## src/rtl/ikbd_pkg.sv

```systemverilog
// rtl/ikbd_pkg.sv - shared types and constants for the keyboard serial link
package ikbd_pkg;

   typedef enum logic [2:0] {
      IDLE,
      START,
      DATA,
      STOP,
      BREAK
   } rx_state_t;

   localparam int OVERSAMPLE       = 16;
   localparam int MID_SAMPLE       = 8;
   localparam int DATA_BITS        = 8;
   localparam int ST_BAUD_CLKS_32M = 256;

   function automatic logic majority3(input logic a, input logic b, input logic c);
      return (a & b) | (a & c) | (b & c);
   endfunction

endpackage

```

## src/rtl/ikbd_byte_fifo.sv

```systemverilog
// rtl/ikbd_byte_fifo.sv - small byte FIFO with extra-MSB pointers
module ikbd_byte_fifo #(
   parameter int DEPTH = 4
) (
   input  logic       clk,
   input  logic       res_n,
   input  logic       push,
   input  logic [7:0] din,
   input  logic       pop,
   output logic [7:0] dout,
   output logic       empty,
   output logic       full
);

   localparam int AW = $clog2(DEPTH);
   localparam logic [AW:0] PTR_ONE = (AW + 1)'(1);

   logic [7:0]  mem [DEPTH];
   logic [AW:0] wptr;
   logic [AW:0] rptr;
   logic        do_pop;
   logic        do_push;

   assign empty   = (wptr == rptr);
   assign full    = (wptr[AW] != rptr[AW]) && (wptr[AW-1:0] == rptr[AW-1:0]);
   assign do_pop  = pop & ~empty;
   // A full FIFO still accepts a write when the head leaves in the same cycle.
   assign do_push = push & (~full | do_pop);
   assign dout    = mem[rptr[AW-1:0]];

   always_ff @(posedge clk or negedge res_n) begin
      if (!res_n) begin
         wptr <= '0;
         rptr <= '0;
         for (int i = 0; i < DEPTH; i++) begin
            mem[i] <= '0;
         end
      end else begin
         if (do_push) begin
            mem[wptr[AW-1:0]] <= din;
            wptr              <= wptr + PTR_ONE;
         end
         if (do_pop) begin
            rptr <= rptr + PTR_ONE;
         end
      end
   end

endmodule

```

## src/rtl/ikbd_acia_rx.sv

```systemverilog
// rtl/ikbd_acia_rx.sv - 8N1 receiver for the keyboard TxD line with byte FIFO
module ikbd_acia_rx
   import ikbd_pkg::*;
#(
   parameter int CLKS_PER_SAMPLE = ST_BAUD_CLKS_32M,
   parameter int FIFO_DEPTH      = 4
) (
   input  logic       clk,
   input  logic       res_n,
   input  logic       rxd,
   output logic [7:0] rx_data,
   output logic       rx_valid,
   input  logic       rx_ready,
   output logic       rx_busy,
   output logic       framing_err,
   output logic       overrun
);

   localparam int PW = (CLKS_PER_SAMPLE > 1) ? $clog2(CLKS_PER_SAMPLE) : 1;
   localparam logic [PW-1:0] PRESC_LAST = PW'(CLKS_PER_SAMPLE - 1);
   localparam logic [PW-1:0] PRESC_ONE  = PW'(1);
   localparam logic [3:0] S_PRE  = 4'(MID_SAMPLE - 1);
   localparam logic [3:0] S_MID  = 4'(MID_SAMPLE);
   localparam logic [3:0] S_POST = 4'(MID_SAMPLE + 1);
   localparam logic [3:0] S_LAST = 4'(OVERSAMPLE - 1);
   // Ticks left in the start bit after its mid-bit check, so data bits align to bit boundaries.
   localparam logic [3:0] S_LEAD_LAST = 4'(OVERSAMPLE - MID_SAMPLE - 2);
   localparam logic [2:0] BIT_LAST = 3'(DATA_BITS - 1);

   logic            rx_meta;
   logic            rxs;
   logic            rxs_prev;
   logic [PW-1:0]   presc;
   logic            tick;
   logic            presc_clr;

   rx_state_t       state, state_nxt;
   logic [3:0]      samp, samp_nxt;
   logic [2:0]      bit_idx, bit_idx_nxt;
   logic [7:0]      shreg, shreg_nxt;
   logic            s7, s7_nxt;
   logic            s8, s8_nxt;
   logic            lead, lead_nxt;
   logic            bit_val;

   logic            push;
   logic            fe_nxt;
   logic            ov_nxt;
   logic            fifo_empty;
   logic            fifo_full;
   logic            pop_now;

   always_ff @(posedge clk or negedge res_n) begin
      if (!res_n) begin
         rx_meta  <= 1'b1;
         rxs      <= 1'b1;
         rxs_prev <= 1'b1;
      end else begin
         rx_meta  <= rxd;
         rxs      <= rx_meta;
         rxs_prev <= rxs;
      end
   end

   assign tick = (presc == PRESC_LAST);

   always_ff @(posedge clk or negedge res_n) begin
      if (!res_n) begin
         presc <= '0;
      end else if (presc_clr || tick) begin
         presc <= '0;
      end else begin
         presc <= presc + PRESC_ONE;
      end
   end

   assign bit_val = majority3(s7, s8, rxs);
   assign pop_now = rx_ready & ~fifo_empty;
   assign rx_valid = ~fifo_empty;
   assign rx_busy  = (state != IDLE);

   always_comb begin
      state_nxt   = state;
      samp_nxt    = samp;
      bit_idx_nxt = bit_idx;
      shreg_nxt   = shreg;
      s7_nxt      = s7;
      s8_nxt      = s8;
      lead_nxt    = lead;
      presc_clr   = 1'b0;
      push        = 1'b0;
      fe_nxt      = 1'b0;
      ov_nxt      = 1'b0;

      case (state)
         IDLE: begin
            if (rxs_prev && !rxs) begin
               state_nxt = START;
               samp_nxt  = '0;
               presc_clr = 1'b1;
            end
         end

         START: begin
            if (tick) begin
               samp_nxt = samp + 4'd1;
               if (samp == S_MID) begin
                  if (!rxs) begin
                     state_nxt   = DATA;
                     bit_idx_nxt = '0;
                     samp_nxt    = '0;
                     lead_nxt    = 1'b1;
                  end else begin
                     state_nxt = IDLE;
                  end
               end
            end
         end

         DATA: begin
            if (tick) begin
               if (lead) begin
                  if (samp == S_LEAD_LAST) begin
                     lead_nxt = 1'b0;
                     samp_nxt = '0;
                  end else begin
                     samp_nxt = samp + 4'd1;
                  end
               end else begin
                  samp_nxt = samp + 4'd1;
                  if (samp == S_PRE)  s7_nxt = rxs;
                  if (samp == S_MID)  s8_nxt = rxs;
                  if (samp == S_POST) shreg_nxt = {bit_val, shreg[7:1]};
                  if (samp == S_LAST) begin
                     if (bit_idx == BIT_LAST) begin
                        state_nxt = STOP;
                     end else begin
                        bit_idx_nxt = bit_idx + 3'd1;
                     end
                  end
               end
            end
         end

         STOP: begin
            if (tick) begin
               samp_nxt = samp + 4'd1;
               if (samp == S_PRE) s7_nxt = rxs;
               if (samp == S_MID) s8_nxt = rxs;
               // Decide mid stop bit so a back-to-back start edge is still seen from IDLE.
               if (samp == S_POST) begin
                  if (bit_val) begin
                     state_nxt = IDLE;
                     if (!fifo_full || pop_now) begin
                        push = 1'b1;
                     end else begin
                        ov_nxt = 1'b1;
                     end
                  end else begin
                     state_nxt = BREAK;
                     fe_nxt    = 1'b1;
                  end
               end
            end
         end

         BREAK: begin
            if (rxs) begin
               state_nxt = IDLE;
            end
         end

         default: begin
            state_nxt = IDLE;
         end
      endcase
   end

   always_ff @(posedge clk or negedge res_n) begin
      if (!res_n) begin
         state       <= IDLE;
         samp        <= '0;
         bit_idx     <= '0;
         shreg       <= '0;
         s7          <= 1'b0;
         s8          <= 1'b0;
         lead        <= 1'b0;
         framing_err <= 1'b0;
         overrun     <= 1'b0;
      end else begin
         state       <= state_nxt;
         samp        <= samp_nxt;
         bit_idx     <= bit_idx_nxt;
         shreg       <= shreg_nxt;
         s7          <= s7_nxt;
         s8          <= s8_nxt;
         lead        <= lead_nxt;
         framing_err <= fe_nxt;
         overrun     <= ov_nxt;
      end
   end

   ikbd_byte_fifo #(
      .DEPTH (FIFO_DEPTH)
   ) u_fifo (
      .clk   (clk),
      .res_n (res_n),
      .push  (push),
      .din   (shreg),
      .pop   (rx_ready),
      .dout  (rx_data),
      .empty (fifo_empty),
      .full  (fifo_full)
   );

endmodule

```

## config.mk

```make
export PLATFORM = sky130hd
export DESIGN_NAME = ikbd_acia_rx
export DESIGN_NICKNAME = d
export VERILOG_FILES = /design/src/rtl/ikbd_pkg.sv /design/src/rtl/ikbd_byte_fifo.sv /design/src/rtl/ikbd_acia_rx.sv
export SDC_FILE = /design/constraint.sdc
export NUM_CORES = 1
export LEC_CHECK = 0
export ABC_AREA = 0
export CAP_MARGIN = 40
export CORE_MARGIN = 2
export CORE_UTILIZATION = 30
export DETAILED_ROUTE_END_ITERATION = 10
export MAX_ROUTING_LAYER = met4
export PLACE_DENSITY_LB_ADDON = 0.2
export SETUP_SLACK_MARGIN = 0.4
export SYNTH_ARGS = -nofsm -noshare
export SYNTH_HDL_FRONTEND = slang
export SYNTH_HIERARCHICAL = 1
export SYNTH_SLANG_ARGS = --single-unit
```

## constraint.sdc

```tcl
create_clock -name clk -period 3.4 [get_ports clk]
set_input_delay 0.51 -clock clk [delete_from_list [all_inputs] [get_ports clk]]
set_output_delay 0.51 -clock clk [all_outputs]
set_load 0.005 [all_outputs]
```

* Word-level counts from Yosys, hierarchy flattened
Index checks and enable logic that the tools add are counted. Widths: inputs -> output; s select.
Operators by class: bitwise gates (word level) 13, reductions and logical operators 18, equality and inequality tests 26, add/subtract/negate cells 5, magnitude comparators 3, multiplexer cells 70
Operator list (count):
- $mux 3 | 18
- $bwmux 32 | 1
- $mux 4 | 8
- $mux 8 | 4
- $mux 1 | 30
- $ne 2x2->1 const B | 12
- $bmux 8 s2 | 1
- $demux 8 s2 | 1
- $pmux 4 s4 | 1
- $pmux 3 s5 | 1
- $eq 4x4->1 const B | 3
- $reduce_and 10->1 | 1
- $reduce_and 5->1 | 2
- $add 3x1->3 const B | 3
- $add 8x1->8 const B | 1
- $eq 4x3->1 const B | 2
- $eq 8x8->1 const B | 1
- $reduce_and 4->1 | 2
- $reduce_and 8->1 | 1
- $eq 3x2->1 const B | 2
- $eq 3x3->1 const B | 2
- $ge 3x3->1 const B | 2
- $not 2->3 | 2
- $pmux 1 s2 | 3
- 18 further kinds | 31
Word-level totals: flip-flop bits (word level) 72, output and inout bits 12, input port bits 4

* Longest topological paths before layout
word-level depth 10, gate-level depth with buffers 9

* Cells and area by module
The synthesis kept the hierarchy.
Modules (own cells, without submodules):
- ikbd_byte_fifo | cells each 111, times used 1, area an instance 1875.5 µm², sequential area each 950.9 µm²
- ikbd_acia_rx | cells each 163, times used 1, area an instance 1789.2 µm², sequential area each 854.6 µm²

* Worst setup path after synthesis
OpenSTA, ideal clock, no wires.
path type register to register, from register u_fifo.rptr[0], to register u_fifo/mem[0] (netlist name), stages on the path, launching flop included 9, data arrival time 2223 ps, slack 1053 ps, path buffers 1, setup time 125 ps, data required time 3275 ps, path through dfrtp_1 buf_4 xor2_2 nor3_1 o21ai_0 nor2b_1 and2_1 o41ai_4 mux2_2
Between the ends: cells in the longest elaborated chain, start to end 10, elaborated cells between the ends (all ways) 15, those cells by class eq/ne (2); mux (5); bitwise (5); reduce/logical (3)
Ends and longest elaborated chain:
- from (decl) | RTL line ikbd_byte_fifo.sv:20 | logic [AW:0] rptr;
- from (signal assigned) | RTL line ikbd_byte_fifo.sv:44 | rptr <= rptr + PTR_ONE;
- $eq 3x3->1 | RTL line ikbd_byte_fifo.sv:24 | assign empty = (wptr == rptr);
- named net fifo_empty | RTL line ikbd_acia_rx.sv:49 | logic fifo_empty;
- $not 1->1 | RTL line ikbd_acia_rx.sv:78 | assign pop_now = rx_ready & ~fifo_empty;
- $and 1x1->1 | RTL line ikbd_acia_rx.sv:78
- $logic_or 1x1->1 | RTL line ikbd_acia_rx.sv:154 | if (!fifo_full || pop_now) begin
- $mux 1 | RTL line ikbd_acia_rx.sv:154
- $mux 1 | RTL line ikbd_acia_rx.sv:152 | if (bit_val) begin
- $mux 1 | RTL line ikbd_acia_rx.sv:151 | if (samp == S_POST) begin
- $mux 1 | RTL line ikbd_acia_rx.sv:146 | if (tick) begin
- $mux 1 | RTL line ikbd_acia_rx.sv:95 | case (state)
- named net push | RTL line ikbd_acia_rx.sv:46 | logic push;
- $and 1x1->1 | RTL line ikbd_byte_fifo.sv:28 | assign do_push = push & (~full | do_pop);
- to (signal, indexed assignment) | RTL line ikbd_byte_fifo.sv:40 | mem[wptr[AW-1:0]] <= din;
- to (decl) | RTL line ikbd_byte_fifo.sv:18 | logic [7:0] mem [DEPTH];
The timed path passes the listed nets, and every way through them passes these cells. A chain may end at the register's enable or synchronous reset.

* Worst setup path after layout
from register u_fifo.rptr[1], to register u_fifo/mem[6] (netlist name)
Same word-level chain as after synthesis.

==> impl_metrics.tcl <==
set metrics [dict create \
    status "completed" \
    cp_max_fo 11 \
    synthArstFlopShare 1.00 \
    leakage_nw 1.91 \
    cts_setup_buffers 0 \
    clkTransAtPathRegs_ns 0.06 \
    vias 2218 \
    drt-initial-drc-count 160 \
    die_x_um 115 \
    post_cts_resized 0 \
    nFillCells 1199 \
    yosys_warnings 6 \
    viasPerCell 4.95 \
    clock_sinks 72 \
    coreArea_um2 12000 \
    drive_above_1_share 0.322 \
    comb_power_share 0.177 \
    relSlewSlack 0.448 \
    synth_flop_cell "dfrtp_1" \
    synthesis.nets 290 \
    grt_pass1_wl_um 12000 \
    wl_per_cell_um 15.5 \
    firstDrtPassIters 4 \
    track_usage 0.123 \
    preCtsSetupSlack_ns 0.640 \
    clkLatencyLatePin_ns 0.33 \
    clk_root_buffer_cell "clkbuf_16" \
    die-area_um2 13100 \
    drc_errors 0 \
    p_total_mw 2.39 \
    netSwitchingFraction 0.296 \
    htree_levels 3 \
    synth.distinct_cells 57 \
    clock.fmax_mhz 397 \
    rsz0062_at_grt "false" \
    path_class "reg -> reg" \
    cp.required_ns 3.61 \
    rows 40 \
    antenna_found_initial 0 \
    endpoint_kind "flop" \
    fin_setup_tns_ns 0 \
    ios 16 \
    synth.avg_cell_area_um2 13.4 \
    finalSetupViolCount 0 \
    ant_nets 0 \
    skew_ns 0.00870 \
    synthCells 274 \
    wirelength_um 6950 \
    p_per_area_nw_per_um2 557 \
    finalCritPeriodShare 0.741 \
    yosysSeqAreaShare 0.493 \
    postCtsHoldBufs 0 \
    p_int_mw 1.68 \
    min_path_type "in -> async" \
    pwr-share-clk 0.393 \
    grt_max_degree 41 \
    slew_viol_final 0 \
    grt_overflow 0 \
    gp_congestion 0.758 \
    start_util 0.306 \
    drv_cap 0 \
    tightestPinTransition_ns 0.825 \
    setup.worst_path.start_class "flop" \
    worstPathArrival_ns 2.72 \
    peakVddDrop_v 0.000210 \
    period_needed_ns 2.52 \
    synth_seq_cells 72 \
    syn-cell-area_um2 3660 \
    die_h_um 115 \
    areaGrowthSynthToFinish_pct 17.0 \
    port_buffers 15 \
    cts_tree "built" \
    switching_power_uw 707 \
    final_nets 312 \
    cts_inserted_buffers 9 \
    postLayoutSetupSlackWorst_ns 0.881 \
    final_hold_viol_count 0 \
    dp_hpwl_um 4780 \
    grt_pass1_vias 2219 \
    antennaDiodeCount 0 \
    power.share.sequential 0.430 \
    clockBufferDepth 2 \
    synth-edff-count 0 \
]
## layer usage
metal | track usage | up-vias | share of wire
li1 | - | 1059 | -
met1 | 0.159 | 1118 | 0.48
met4 | 0.0366 | 0 | 0.0091
met2 | 0.189 | 35 | 0.48
met3 | 0.0318 | 6 | 0.029
met5 | - | - | 0
## layout make-up
| type | instances | area, um^2 | area share |
|---|---|---|---|
| flip-flops and latches | 72 | 1810 | 0.421 |
| multi-input cells | 184 | 1780 | 0.415 |
| clock buffers | 10 | 229 | 0.0534 |
| well taps | 147 | 184 | 0.0429 |
| repair buffers | 18 | 183 | 0.0426 |
| clock inverters | 6 | 67.6 | 0.0158 |
| inverters | 11 | 41.3 | 0.00963 |
## flip-flops by register name, summed over array words and instances (netlist names)
| name | cells |
|---|---|
| lead | 1 |
| u_fifo/mem | 32 |
| overrun | 1 |
| shreg | 8 |
| u_fifo/wptr | 3 |
| rxs | 1 |
| s7 | 1 |
| rx_meta | 1 |
| s8 | 1 |
| presc | 8 |
| bit_idx | 3 |
| framing_err | 1 |
| state | 3 |
| u_fifo/rptr | 3 |
| rxs_prev | 1 |
| samp | 4 |
## cell families after synthesis
| family | count (synthesis) | share of synthesized area |
|---|---|---|
| AO/OA/AOI/OAI | 31 | 0.0823 |
| XOR/XNOR | 13 | 0.0403 |
| adder cells (fa/ha/maj) | 13 | 0.0437 |
| buffers and inverters | 18 | 0.0222 |
| flip-flops | 72 | 0.493 |
| multiplexers | 58 | 0.210 |
| AND/OR/NAND/NOR | 69 | 0.109 |
## critical path, stage by stage, from the launching register on
cell and delay [ns]:
dfrtp_2 0.58, xor2_4 0.41, nor3_1 0.11, o21ai_0 0.25
nor2b_1 0.29, and2_1 0.21, o41ai_4 0.19, mux2_2 0.34
## worst paths after layout
check	to	from	slack, ns	depth (start not counted)
max	u_fifo/mem[6]	u_fifo/rptr[1]	0.88	7
min	u_fifo/rptr[0]	res_n	0.12	1
max reg2reg	u_fifo/mem[6]	u_fifo/rptr[1]	0.88	7
min reg2reg	rxs	rx_meta	0.36	0
max in group asynchronous	rxs_prev	res_n	2.65	2
min in group clk	rxs	rx_meta	0.36	0
## cell usage after synthesis, types with 5 or more instances
master	n	area, um^2
inv_1	11	41.3
nand2_1	8	30.0
nand3_1	6	30.0
dfrtp_1	69	1730
ha_1	12	150
nor2_1	15	56.3
mux2_4	8	120
mux2_2	39	439
o21ai_0	6	30.0
mux4_2	8	180
nor3_1	5	25.0
xnor2_1	7	61.3
## placed cells by master (no fill, tap or decap), types with 3 or more instances in the layout
cell | synthesis | routed
clkdlybuf4s50_1 | 0 | 14
mux4_2 | 8 | 8
mux2i_1 | 3 | 3
xnor2_1 | 7 | 7
o21ai_0 | 6 | 6
a21oi_1 | 4 | 4
o41ai_4 | 4 | 4
buf_4 | 1 | 3
nand2_1 | 8 | 8
and2_1 | 4 | 4
nand2b_1 | 3 | 3
nor2_1 | 15 | 15
nor4_1 | 4 | 4
nand3_1 | 6 | 6
clkbuf_16 | 0 | 9
or2_2 | 3 | 3
mux2_4 | 8 | 8
dfrtp_1 | 69 | 68
dfstp_2 | 3 | 3
ha_1 | 12 | 12
and3_1 | 4 | 4
inv_1 | 11 | 11
nor3_1 | 5 | 5
xor2_1 | 3 | 3
mux2_2 | 39 | 39
or3b_2 | 3 | 3
## through the flow
stage	cell area (um^2)	hold slack, ns	util	instances
CTS	4290	0.126	0.358	448
finish	4290	0.118	0.359	448
floorplan	3660	0.214	-	274
detailed placement	3990	0.349	0.334	432
global route	4290	0.148	0.359	448
global placement	3970	0.346	0.332	431
## power groups by stage
| stage | clock network, mW | logic (mW) | registers, mW |
|---|---|---|---|
| floorplan | 0 | 0.352 | 0.999 |
| global placement | 0 | 0.422 | 1.05 |
| detailed placement | 0 | 0.434 | 1.05 |
| CTS | 0.970 | 0.436 | 1.03 |
| global route | 1.01 | 0.478 | 1.04 |
| finish | 0.938 | 0.424 | 1.03 |
Power figures use the tool's default switching activity.
==> variant 1 (same settings) <==
Put one more register stage on the output `overrun`, with the module's reset. The value now appears one clock later. The other outputs are not delayed to match.
--- a/src/rtl/ikbd_acia_rx.sv
+++ b/src/rtl/ikbd_acia_rx.sv
@@ -27,6 +27,8 @@
    localparam logic [3:0] S_LEAD_LAST = 4'(OVERSAMPLE - MID_SAMPLE - 2);
    localparam logic [2:0] BIT_LAST = 3'(DATA_BITS - 1);
 
+   logic overrun_s0;
+
    logic            rx_meta;
    logic            rxs;
    logic            rxs_prev;
@@ -186,7 +188,7 @@
          s8          <= 1'b0;
          lead        <= 1'b0;
          framing_err <= 1'b0;
-         overrun     <= 1'b0;
+         overrun_s0  <= 1'b0;
       end else begin
          state       <= state_nxt;
          samp        <= samp_nxt;
@@ -196,7 +198,7 @@
          s8          <= s8_nxt;
          lead        <= lead_nxt;
          framing_err <= fe_nxt;
-         overrun     <= ov_nxt;
+         overrun_s0  <= ov_nxt;
       end
    end
 
@@ -213,5 +215,13 @@
       .full  (fifo_full)
    );
 
+   always_ff @(posedge clk or negedge res_n) begin
+      if (!res_n) begin
+         overrun <= '0;
+      end else begin
+         overrun <= overrun_s0;
+      end
+   end
+
 endmodule
 
Check against the original RTL: same outputs for any inputs over 10 cycles, from zero or initial values; that may be too few to reach the edited logic, so the function may still have changed.
==> variant 1 against the original RTL <==
Wire length rose by 2.6%; synthesized cell count rose by 2.6%; fmax fell by 8.4%; area after synthesis rose by 1.1%; worst hold slack got worse by 0.047 ns; final area rose by 2.2%; setup slack got worse by 0.23 ns; sequential cell count rose by 1; cell count rose by 2.2%; count of clock-buffer cells in the layout rose by 1; total power rose by 2.5%; critical endpoint is now u_fifo/mem[5]$_DFFE_PN0P_; highest routed layer unchanged.
==> variant 1: results <==
[place]
place_area_mm2 = 0.00407
place_congestion = 0.846
place_ws_ns = 0.638
dp.cells = 442

[yosys]
synth_cells = 281
synth_area_leaders = "dfrtp_1 47%, mux2_2 14%, mux4_2 4.9%"
yosys_warnings = 6
synth.distinct_cells = 55
syn-num-nets = 297
yosysTopAreaCellShare_pct = 47.3
synth_common_cells = "70 x dfrtp_1, 45 x mux2_2, 17 x nor2_1"

[finish]
nNetsFinal = 322
drive_gt1_share_pct = 31.5
fillers = 1193
area_growth_syn_to_layout_pct = 18.3

[global_routing]
grt_first_pass_wirelength_um = 12000
grt_pass1_vias = 2372
gr-usage-all-layers_pct = 12.3

[routing]
vias = 2241
wl_per_cell_um = 15.6
wl_um = 7130

[critical_path]
r2r.worst_path.cells = 10
cp_max_fo = 9
arrival_ns = 2.96

[timing]
finClkSkew_ns = 0.00746

[status]
status = "finished, final reports clean"
variant 1: cell types whose count changed in the layout (fill, tap and decap cells not counted), moves of 3 or more:
cell and delta:
mux2_4 -8, mux2_2 +6, buf_4 +4, inv_1 +4
nand3_1 +4, and3_1 -3, or3b_2 -3
variant 1: worst max-delay path: stages (launching register included):
cell and delay (ns):
dfrtp_1 0.41, inv_1 0.11, ha_1 0.21, inv_1 0.05, or3_1 0.43, or3_2 0.45
nor2b_1 0.23, and2_1 0.21, o41ai_4 0.08, buf_6 0.17, mux2_2 0.27
variant 1: where the power goes:
part | total, mW | switching [mW] | internal [mW]
Sequential | 1.02 | 0.0808 | 0.937
Clock | 0.980 | 0.368 | 0.612
Combinational | 0.450 | 0.257 | 0.193
Total | 2.45 | 0.706 | 1.74
variant 1: final timing paths:
kind,from,endpoint
max,samp[1]$_DFFE_PN0P_,u_fifo/mem[5]$_DFFE_PN0P_
min,res_n,samp[1]$_DFFE_PN0P_
max reg2reg,samp[1]$_DFFE_PN0P_,u_fifo/mem[5]$_DFFE_PN0P_
min reg2reg,overrun_s0$_DFF_PN0_,overrun$_DFF_PN0_
min in group clk,overrun_s0$_DFF_PN0_,overrun$_DFF_PN0_
max in group asynchronous,res_n,rxs_prev$_DFF_PN1_
variant 1: metal layers:
metal / global-route usage (%) / wire [um] / up-vias
met2: 18.0 / 3290 / 31
met3: 3.06 / 218 / 5
met1: 16.4 / 3530 / 1135
met5: - / 0 / -
li1: - / - / 1070
met4: 4.66 / 92 / 0
variant 1: layout make-up:
type,count,share of cell area [%]
clock buffers,11,5.77
clock inverters,5,1.43
inverters,15,1.28
multi-input cells,184,40.3
flip-flops and latches,73,41.8
well taps,147,4.20
repair buffers,23,5.28
variant 1: cells by family (layout without fill, tap and decap cells):
logic type,Yosys count,after routing,share of synthesized area (%)
buffers and inverters,24,54,2.97
adder cells (fa/ha/maj),13,13,4.32
XOR/XNOR,15,15,4.46
AND/OR/NAND/NOR,72,72,11.4
AO/OA/AOI/OAI,26,26,7.57
multiplexers,58,58,19.9
flip-flops,73,73,49.4
==> variant 2 (same settings) <==
Made on the original files. Change the parameter `FIFO_DEPTH` from 4 to 8.
--- a/src/rtl/ikbd_acia_rx.sv
+++ b/src/rtl/ikbd_acia_rx.sv
@@ -3,7 +3,7 @@
    import ikbd_pkg::*;
 #(
    parameter int CLKS_PER_SAMPLE = ST_BAUD_CLKS_32M,
-   parameter int FIFO_DEPTH      = 4
+   parameter int FIFO_DEPTH      = 8
 ) (
    input  logic       clk,
    input  logic       res_n,
Behaviour: no difference found for any inputs over 10 cycles, from zero or initial values; that may be too few to reach the edited logic, so the function may still have changed.
==> variant 2 against the original RTL <==
Setup slack lost 0.36 ns; combinational power rose by 45%; wire length up 57%; sequential cell count grew 34; area after synthesis increased by 43%; final area is 40% higher; utilization fell by 1.1 points; largest cell class unchanged; total power grew 25%; sequential power up 39%; critical path depth fell by 3; register-to-register slack got worse by 0.22 ns; first-iteration DRC count up 24%.
==> variant 2: results <==
[timing]
finClkSkew_ns = 0.0107
fin_hold_ws_ns = 0.0804
min_period_ns = 2.87
tightest_slew_ns = 0.838

[critical_path]
cp-endpoint = "rx_data[7]"
cpMaxStageDelayCell = "mux4_1"
r2r_setup_slack_ns = 0.66
arrival_ns = 2.36
r2r_end = "u_fifo/mem[37]$_DFFE_PN0P_"
r2r-start = "u_fifo/wptr[0]$_DFFE_PN0P_"
cp-startpoint = "u_fifo/rptr[0]$_DFFE_PN0P_"
cpPeakStageDelay_ns = 0.62
crit_family = "multiplexers"
r2r.worst_path.cells = 9

[pwr]
combinationalPowerShare_pct = 20.5
p_int_mw = 2.08
ir_drop_mv = 0.241
p_per_area_mw_per_mm2 = 500
p_leak_nw = 2.73
p_seq_mw = 1.43

[status]
status = "finished, final reports clean"

[global_routing]
gr-usage-all-layers_pct = 13.1
grt_first_pass_wirelength_um = 17600
grt_pass1_vias = 3166

[routing]
wl_per_cell_um = 17.3
drc = 0
drt_iter0_markers = 198
vias_per_cell = 4.96

[yosys]
synth_xor_area_share_pct = 2.64
synthAdderAreaFrac_pct = 2.33
synthMuxAreaShare_pct = 27.1
seq_area_frac_synth_pct = 50.5
synth_area_leaders = "dfrtp_1 49%, mux2_2 17%, mux4_2 4.3%"
syn-num-nets = 391
synth_common_cells = "103 x dfrtp_1, 79 x mux2_2, 20 x nor2_1"

[place]
place_ws_ns = 0.431
place_congestion = 0.807
dp.cells = 616
place_area_mm2 = 0.00570

[cts]
cts_resized = 2
worstSkewPairLatency_ns = 0.35

[finish]
fillers = 1668
reg_top3 = "u_fifo/mem (64), presc (8), shreg (8)"
post-route-util_pct = 34.7
nNetsFinal = 415
drive_gt1_share_pct = 37.8
[variant 2: cell count changes in the layout (fill, tap and decap cells not counted), moves of 3 or more]
cell / delta
and2_1: -4
buf_4: +7
clkinv_4: +3
dfrtp_1: +33
ha_1: -3
mux2_2: +40
mux4_1: +6
nor2_1: +5
o21ai_4: +3
o41ai_4: -4
xor2_1: +3
[variant 2: cell type report]
| type | count | area share, % |
|---|---|---|
| flip-flops and latches | 106 | 44.4 |
| inverters | 10 | 0.627 |
| well taps | 225 | 4.70 |
| clock inverters | 4 | 0.522 |
| multi-input cells | 249 | 41.6 |
| repair buffers | 26 | 4.30 |
| clock buffers | 10 | 3.82 |
[variant 2: layer usage]
metal | vias to the layer above | GRT usage, % | share of wire (%)
met2 | 44 | 18.7 | 46
met4 | 0 | 5.15 | 1.8
li1 | 1453 | - | -
met1 | 1613 | 17.7 | 49
met3 | 14 | 3.65 | 3.6
met5 | - | - | 0
